===== src/rtl/pixel_pkg.sv =====
// Shared constants for the 8-bit grayscale point-operator pipeline.
// Operation codes and pixel range limits.
package pixel_pkg;

  localparam logic [0:1] OP_BRIGHTEN = 2'd0;
  localparam logic [0:1] OP_DARKEN   = 2'd1;
  localparam logic [0:1] OP_THRESH   = 2'd2;
  localparam logic [0:1] OP_INVERT   = 2'd3;

  localparam logic [0:7] PIX_MAX = 8'hFF;
  localparam logic [0:7] PIX_MIN = 8'h00;

endpackage


===== src/rtl/pixel_alu.sv =====
// Combinational point operator: brighten/darken (saturating),
// threshold and invert, selected by op code.
module pixel_alu
  import pixel_pkg::*;
#(
  parameter int DATA_W = 8
) (
  input  logic [0:DATA_W-1] inbyte,
  input  logic [0:DATA_W-1] threshold,
  input  logic [0:DATA_W-1] value,
  input  logic [0:1]        select,
  output logic [0:DATA_W-1] result
);

  logic [0:DATA_W]   sum;
  logic [0:DATA_W-1] bright;
  logic [0:DATA_W-1] dark;
  logic [0:DATA_W-1] thresh;
  logic [0:DATA_W-1] invert;

  // Bit 0 of the widened sum is the carry out.
  assign sum    = {1'b0, inbyte} + {1'b0, value};
  assign bright = sum[0] ? {DATA_W{1'b1}} : sum[1:DATA_W];
  assign dark   = (inbyte < value) ? {DATA_W{1'b0}}
                                   : inbyte - value;
  assign thresh = (inbyte >= threshold) ? {DATA_W{1'b1}}
                                        : {DATA_W{1'b0}};
  assign invert = ~inbyte;

  always_comb begin
    result = inbyte;
    case (select)
      OP_BRIGHTEN: result = bright;
      OP_DARKEN:   result = dark;
      OP_THRESH:   result = thresh;
      OP_INVERT:   result = invert;
      default:     result = inbyte;
    endcase
  end

endmodule


===== src/rtl/pixel_operator.sv =====
// Registered per-pixel point operator, one pixel per clock,
// one cycle latency, synchronous active-high reset.
module pixel_operator
  import pixel_pkg::*;
#(
  parameter int DATA_W = 8
) (
  output logic [0:DATA_W-1] outbyte,
  input  logic [0:DATA_W-1] inbyte,
  input  logic [0:DATA_W-1] threshold,
  input  logic [0:DATA_W-1] value,
  input  logic [0:1]        select,
  input  logic              clk,
  input  logic              rst
);

  logic [0:DATA_W-1] result;

  pixel_alu #(
    .DATA_W (DATA_W)
  ) u_alu (
    .inbyte    (inbyte),
    .threshold (threshold),
    .value     (value),
    .select    (select),
    .result    (result)
  );

  always_ff @(posedge clk) begin
    if (rst)
      outbyte <= {DATA_W{1'b0}};
    else
      outbyte <= result;
  end

endmodule


===== config.mk =====
export PLATFORM = sky130hd
export DESIGN_NAME = pixel_operator
export DESIGN_NICKNAME = d
export VERILOG_FILES = /design/src/rtl/pixel_pkg.sv /design/src/rtl/pixel_alu.sv /design/src/rtl/pixel_operator.sv
export SDC_FILE = /design/constraint.sdc
export NUM_CORES = 1
export LEC_CHECK = 0
export CAP_MARGIN = 20
export CORE_MARGIN = 2
export CORE_UTILIZATION = 30
export CTS_BUF_LIST = sky130_fd_sc_hd__clkbuf_8
export DETAILED_ROUTE_END_ITERATION = 16
export HOLD_SLACK_MARGIN = 0.06
export PLACE_DENSITY = 0.57
export SLEW_MARGIN = 0
export SYNTH_ARGS = -nofsm -noshare
export SYNTH_HDL_FRONTEND = slang
export SYNTH_SLANG_ARGS = --single-unit

===== constraint.sdc =====
create_clock -name clk -period 2.1 [get_ports clk]
set_input_delay 0.42 -clock clk [delete_from_list [all_inputs] [get_ports clk]]
set_output_delay 0.42 -clock clk [all_outputs]
set_load 0.01 [all_outputs]

-- Word-level counts from Yosys, hierarchy flattened
Cells that the tools add are included.
- magnitude comparators: 2
- add/sub/neg operators: 2
- muxes and demuxes: 4
- eq/ne operators: 3
- bitwise logic cells: 1
- reductions and logical operators: 1
- operators by type and width (cell ; count):
    $pmux 8 s4 ; 1
    $mux 8 ; 3
    $add 8x8->9 ; 1
    $ge 8x8->1 ; 1
    $lt 8x8->1 ; 1
    $not 8->8 ; 1
    $sub 8x8->8 ; 1
    $eq 2x2->1 const B ; 2
    $eq 2x1->1 const B ; 1
    $logic_not 2->1 ; 1
- input bits: 28
- bits in registers: 8
- output and inout bits: 8
- logic and storage cells: 14

-- Longest topological paths before layout
- depth in word-level cells: 3
- depth in mapped cells: 9
- depth with buffers taken out: 9

-- Modules after synthesis
Synthesis repeated with hierarchy kept, for this count alone.
- cell total of the unflattened synthesis: 156
- area total of the unflattened synthesis: 1267.5 sq um
- by module, submodules not included (module ; instances ; cells an instance ; area each (sq um) ; sequential area each (sq um)):
    pixel_alu ; 1 ; 140 ; 1057.3 ; 0.0
    pixel_operator ; 1 ; 16 ; 210.2 ; 160.2

-- Worst setup path after synthesis
No wires, ideal clock.
- path kind: input to register
- start: in inbyte[7] in the netlist's numbering
- end: reg outbyte[3] in the netlist's numbering
- arrival time: 2.040 ns
- slack: -0.082 ns
- stages: 9
- path buffers: 0
- cell sequence: inv_1 -> ha_1 -> inv_1 -> fa_1 -> a211oi_2 -> o21ai_0 -> a41o_2 -> a311oi_1 -> a311oi_1
- word-level cells in the longest chain between the ends: 3
- elaborated cells on any way between the ends: 8
- those cells by class: add/sub: 2; order compare: 2; mux: 4
- ends and longest elaborated chain (what ; RTL line ; RTL):
    start, declared ; pixel_operator.sv:9 ; input logic [0:DATA_W-1] inbyte,
    $sub 8x8->8, or another cell as far along ; pixel_alu.sv:25 ; : inbyte - value;
    $mux 8, on equally long branches ; pixel_alu.sv:24, pixel_alu.sv:23, pixel_alu.sv:26 ;
    $pmux 8 s4 (*) ; pixel_alu.sv:32 ; case (select)
    end signal, assigned ; pixel_operator.sv:31 ; outbyte <= {DATA_W{1'b0}};
    end signal, assigned ; pixel_operator.sv:33 ; outbyte <= result;
    end, declared ; pixel_operator.sv:8 ; output logic [0:DATA_W-1] outbyte,
Mark *: on every way between the ends. The rest lies on a longest branch, timed or not.
A chain may end at the register's enable or synchronous reset.

-- Final worst setup path
Same ends and word-level chain as after synthesis.

==> key figures <==
Run status
  – Status: finished, final reports clean

Critical path
  – Crit path max-delay family: adder cells
  – Cell mode on critical path: a311oi_2
  – Buf/Inv on CP: 4
  – Startpoint types: input port
  – Worst EP arrival: about 2.1 ns
  – Setup CP Type: in2reg
  – Critical path fanouts, max: 2
  – CP Depth: 11
  – CP max stage cell: fa_2
  – CP endpoint kind: flip-flop
  – Crit path cell chain: buf_8 > inv_4 > ha_4 > inv_2 > fa_2 > buf_4 > a21oi_1 > nor2_1 > or3_1 > a311oi_2 > a311oi_2
  – CP Data Required Time: 2.20 ns
  – Max incr delay on CP: roughly 0.41 ns

Global route
  – Total track usage: 0.170
  – Gr ovfl total: 0
  – Largest net degree at the start of global routing: 9
  – First-pass GRT wire length: about 7 mm
  – Vias in the first global route: 1538
  – Initial antenna violation count: 0

Layout
  – Top flop regs: outbyte: 8 flops
  – Most frequent cells in the layout: buf_4 (62), nor2_1 (17), clkdlybuf4s50_1 (17)
  – Synth-to-Final Area Change: 95.8%
  – Max FFs per register: 8
  – Fill count: approximately 370
  – Final nets: 325
  – Diodes inserted: 0
  – Post-layout util: 0.611
  – Layout cells sized above 1: 0.509
  – Most common library cell in the layout ignoring fill and taps: buf_4
  – Top reg by flops: outbyte

Die
  – Initial Util: 0.312
  – CORE AREA: 4350 um^2
  – Die Wd: 71.3 um
  – I/O pin count: 36
  – # rows: 24
  – Die Height: 71.3 um
  – Die area: 5090 um^2

Clock network
  – Clock Tree Root: clkbuf_8
  – Worst-path clk slew: roughly 0.040 ns
  – CTS tree: built
  – CTS HTree Levels: 1
  – TritonCTS Buffers: 3
  – CTS max path bufs: 2
  – Clk sinks: 8

Timing
  – Unrepaired setup endpoints after global routing: yes
  – PnR worst setup slack: 0.0771 ns
  – Final Setup Violations: 0
  – Slew Viols, Final: 0
  – Slew @ Worst Pin: around 0.4 ns
  – Period utilization: 0.963
  – Fin Hold WS: 0.601 ns
  – Max Freq: between 400 and 500 MHz
  – Slew headroom: 0.734
  – Final Hold Vio Count: 0
  – Crit path time final: 2.02 ns

Detailed routing
  – DR vias: 1623
  – Routed len/inst: about 14 um
  – TritonRoute pass-1 iters: 4
  – Detailed Route WL: 4.34 mm
  – DRC errors left: 0
  – Via/cell ratio: ~5.1
  – 1st-iter DRT viols: 59
  – Antenna viol nets, final: 0

Synth
  – Seq/Total Area, Yosys: 0.118
  – Gate Count Post-Synth: between 150 and 200
  – Ys flop type: dfxtp_1
  – Synthesized area: 1360 um^2
  – Post-synth EDFFs: 0
  – Yosys cell types: 49
  – Syn nets: approximately 230
  – Syn avg cell area: 7.95 um^2
  – Asr flop ratio synth: 0
  – Synthesized flop and latch total: 8
  – YS warnings: 0

Pwr
  – Pleak: 1.17 nW
  – Total power divided by cell area: about 380 nW/um^2
  – Overall Power: roughly 1.0 mW
  – Worst VDD drop: 0.000133 V

Worst hold path
  – Hold Path Stages: 3
  – HP Class: in2reg

Placement
  – Dpl ws: -0.609 ns
  – PortBufs: 35
  – GP Congestion: 0.970
  – Post-DP HPWL: between 3 and 4 mm

Flow run
  – Max-cap violations: 0
## metrics by stage
stage	cell area, um^2	cells	setup TNS (ns)
final	2660	321	0
after global routing	2660	321	-0.0448
after CTS	2470	317	0
after detailed placement	2110	303	-4.58
after global placement	2110	303	-4.25
after floorplan	1360	171	0
## layout make-up
class                           instances  area, um^2  share of cell area
Clock buffer                            3        41.3              0.0155
Sequential cell                         8         160              0.0602
Tap cell                               52        65.1              0.0244
Multi-Input combinational cell        134        1470               0.550
Timing Repair Buffer                  100         838               0.315
Inverter                               24        92.6              0.0348
## routing by layer
metal  GRT usage  share of wire  vias up
li1            -              -      823
met1       0.228           0.45      759
met2       0.294           0.50       36
met3     0.00844          0.038        5
met4      0.0545          0.011        0
met5           0              0        -
## worst min-delay path, stage by stage
cell and delay, ns:
clkbuf_4 0.14, ha_4 0.15, a2111oi_2 0.06
## cell families after synthesis
kind of cell,after synthesis,synth area share
compound gates,49,0.287
xor+xnor,4,0.0258
fa+ha+maj,26,0.250
buf+inv,29,0.0966
flops,8,0.118
simple gates,55,0.223
## synthesized netlist by cell type, drive strengths merged, types with 2 or more instances
cell type | count | area, um^2
nand2b | 4 | 25.0
a221oi | 2 | 17.5
a21oi | 5 | 28.8
nand3 | 4 | 20.0
or2 | 2 | 12.5
nor4 | 2 | 12.5
a211oi | 10 | 80.1
nor3 | 6 | 35.0
ha | 24 | 300
o21ai | 10 | 50.1
or3 | 2 | 12.5
o21a | 2 | 15.0
a21o | 3 | 22.5
fa | 2 | 40.0
o22ai | 2 | 12.5
xor2 | 3 | 26.3
nor3b | 4 | 30.0
dfxtp | 8 | 160
a311oi | 5 | 43.8
nor2 | 18 | 67.6
a41o | 2 | 21.3
nor2b | 4 | 32.5
nand2 | 3 | 11.3
inv | 24 | 90.1
buf | 4 | 31.3
## where the power goes
| part | internal, mW | switching, mW | total, mW |
|---|---|---|---|
| Combinational | 0.354 | 0.297 | 0.650 |
| Sequential | 0.167 | 0.00287 | 0.170 |
| Clock | 0.124 | 0.0607 | 0.185 |
## worst paths after layout
path / end / slack (ns) / start
hold / removal: outbyte[7]$_SDFF_PP0_ / 0.60 / value[7]
setup / recovery: outbyte[3]$_SDFF_PP0_ / 0.08 / inbyte[7]
## repair_timing
| item | CTS | global route |
|---|---|---|
| hold buffers | 0 | 0 |
| setup endpoints to repair | 8 | 8 |
| resized for setup | 76 | 38 |
| setup buffers | 11 | 4 |
| pin swaps | 31 | 25 |
| gates cloned | 0 | 0 |
Note: power is estimated with default switching activity, not from simulation.
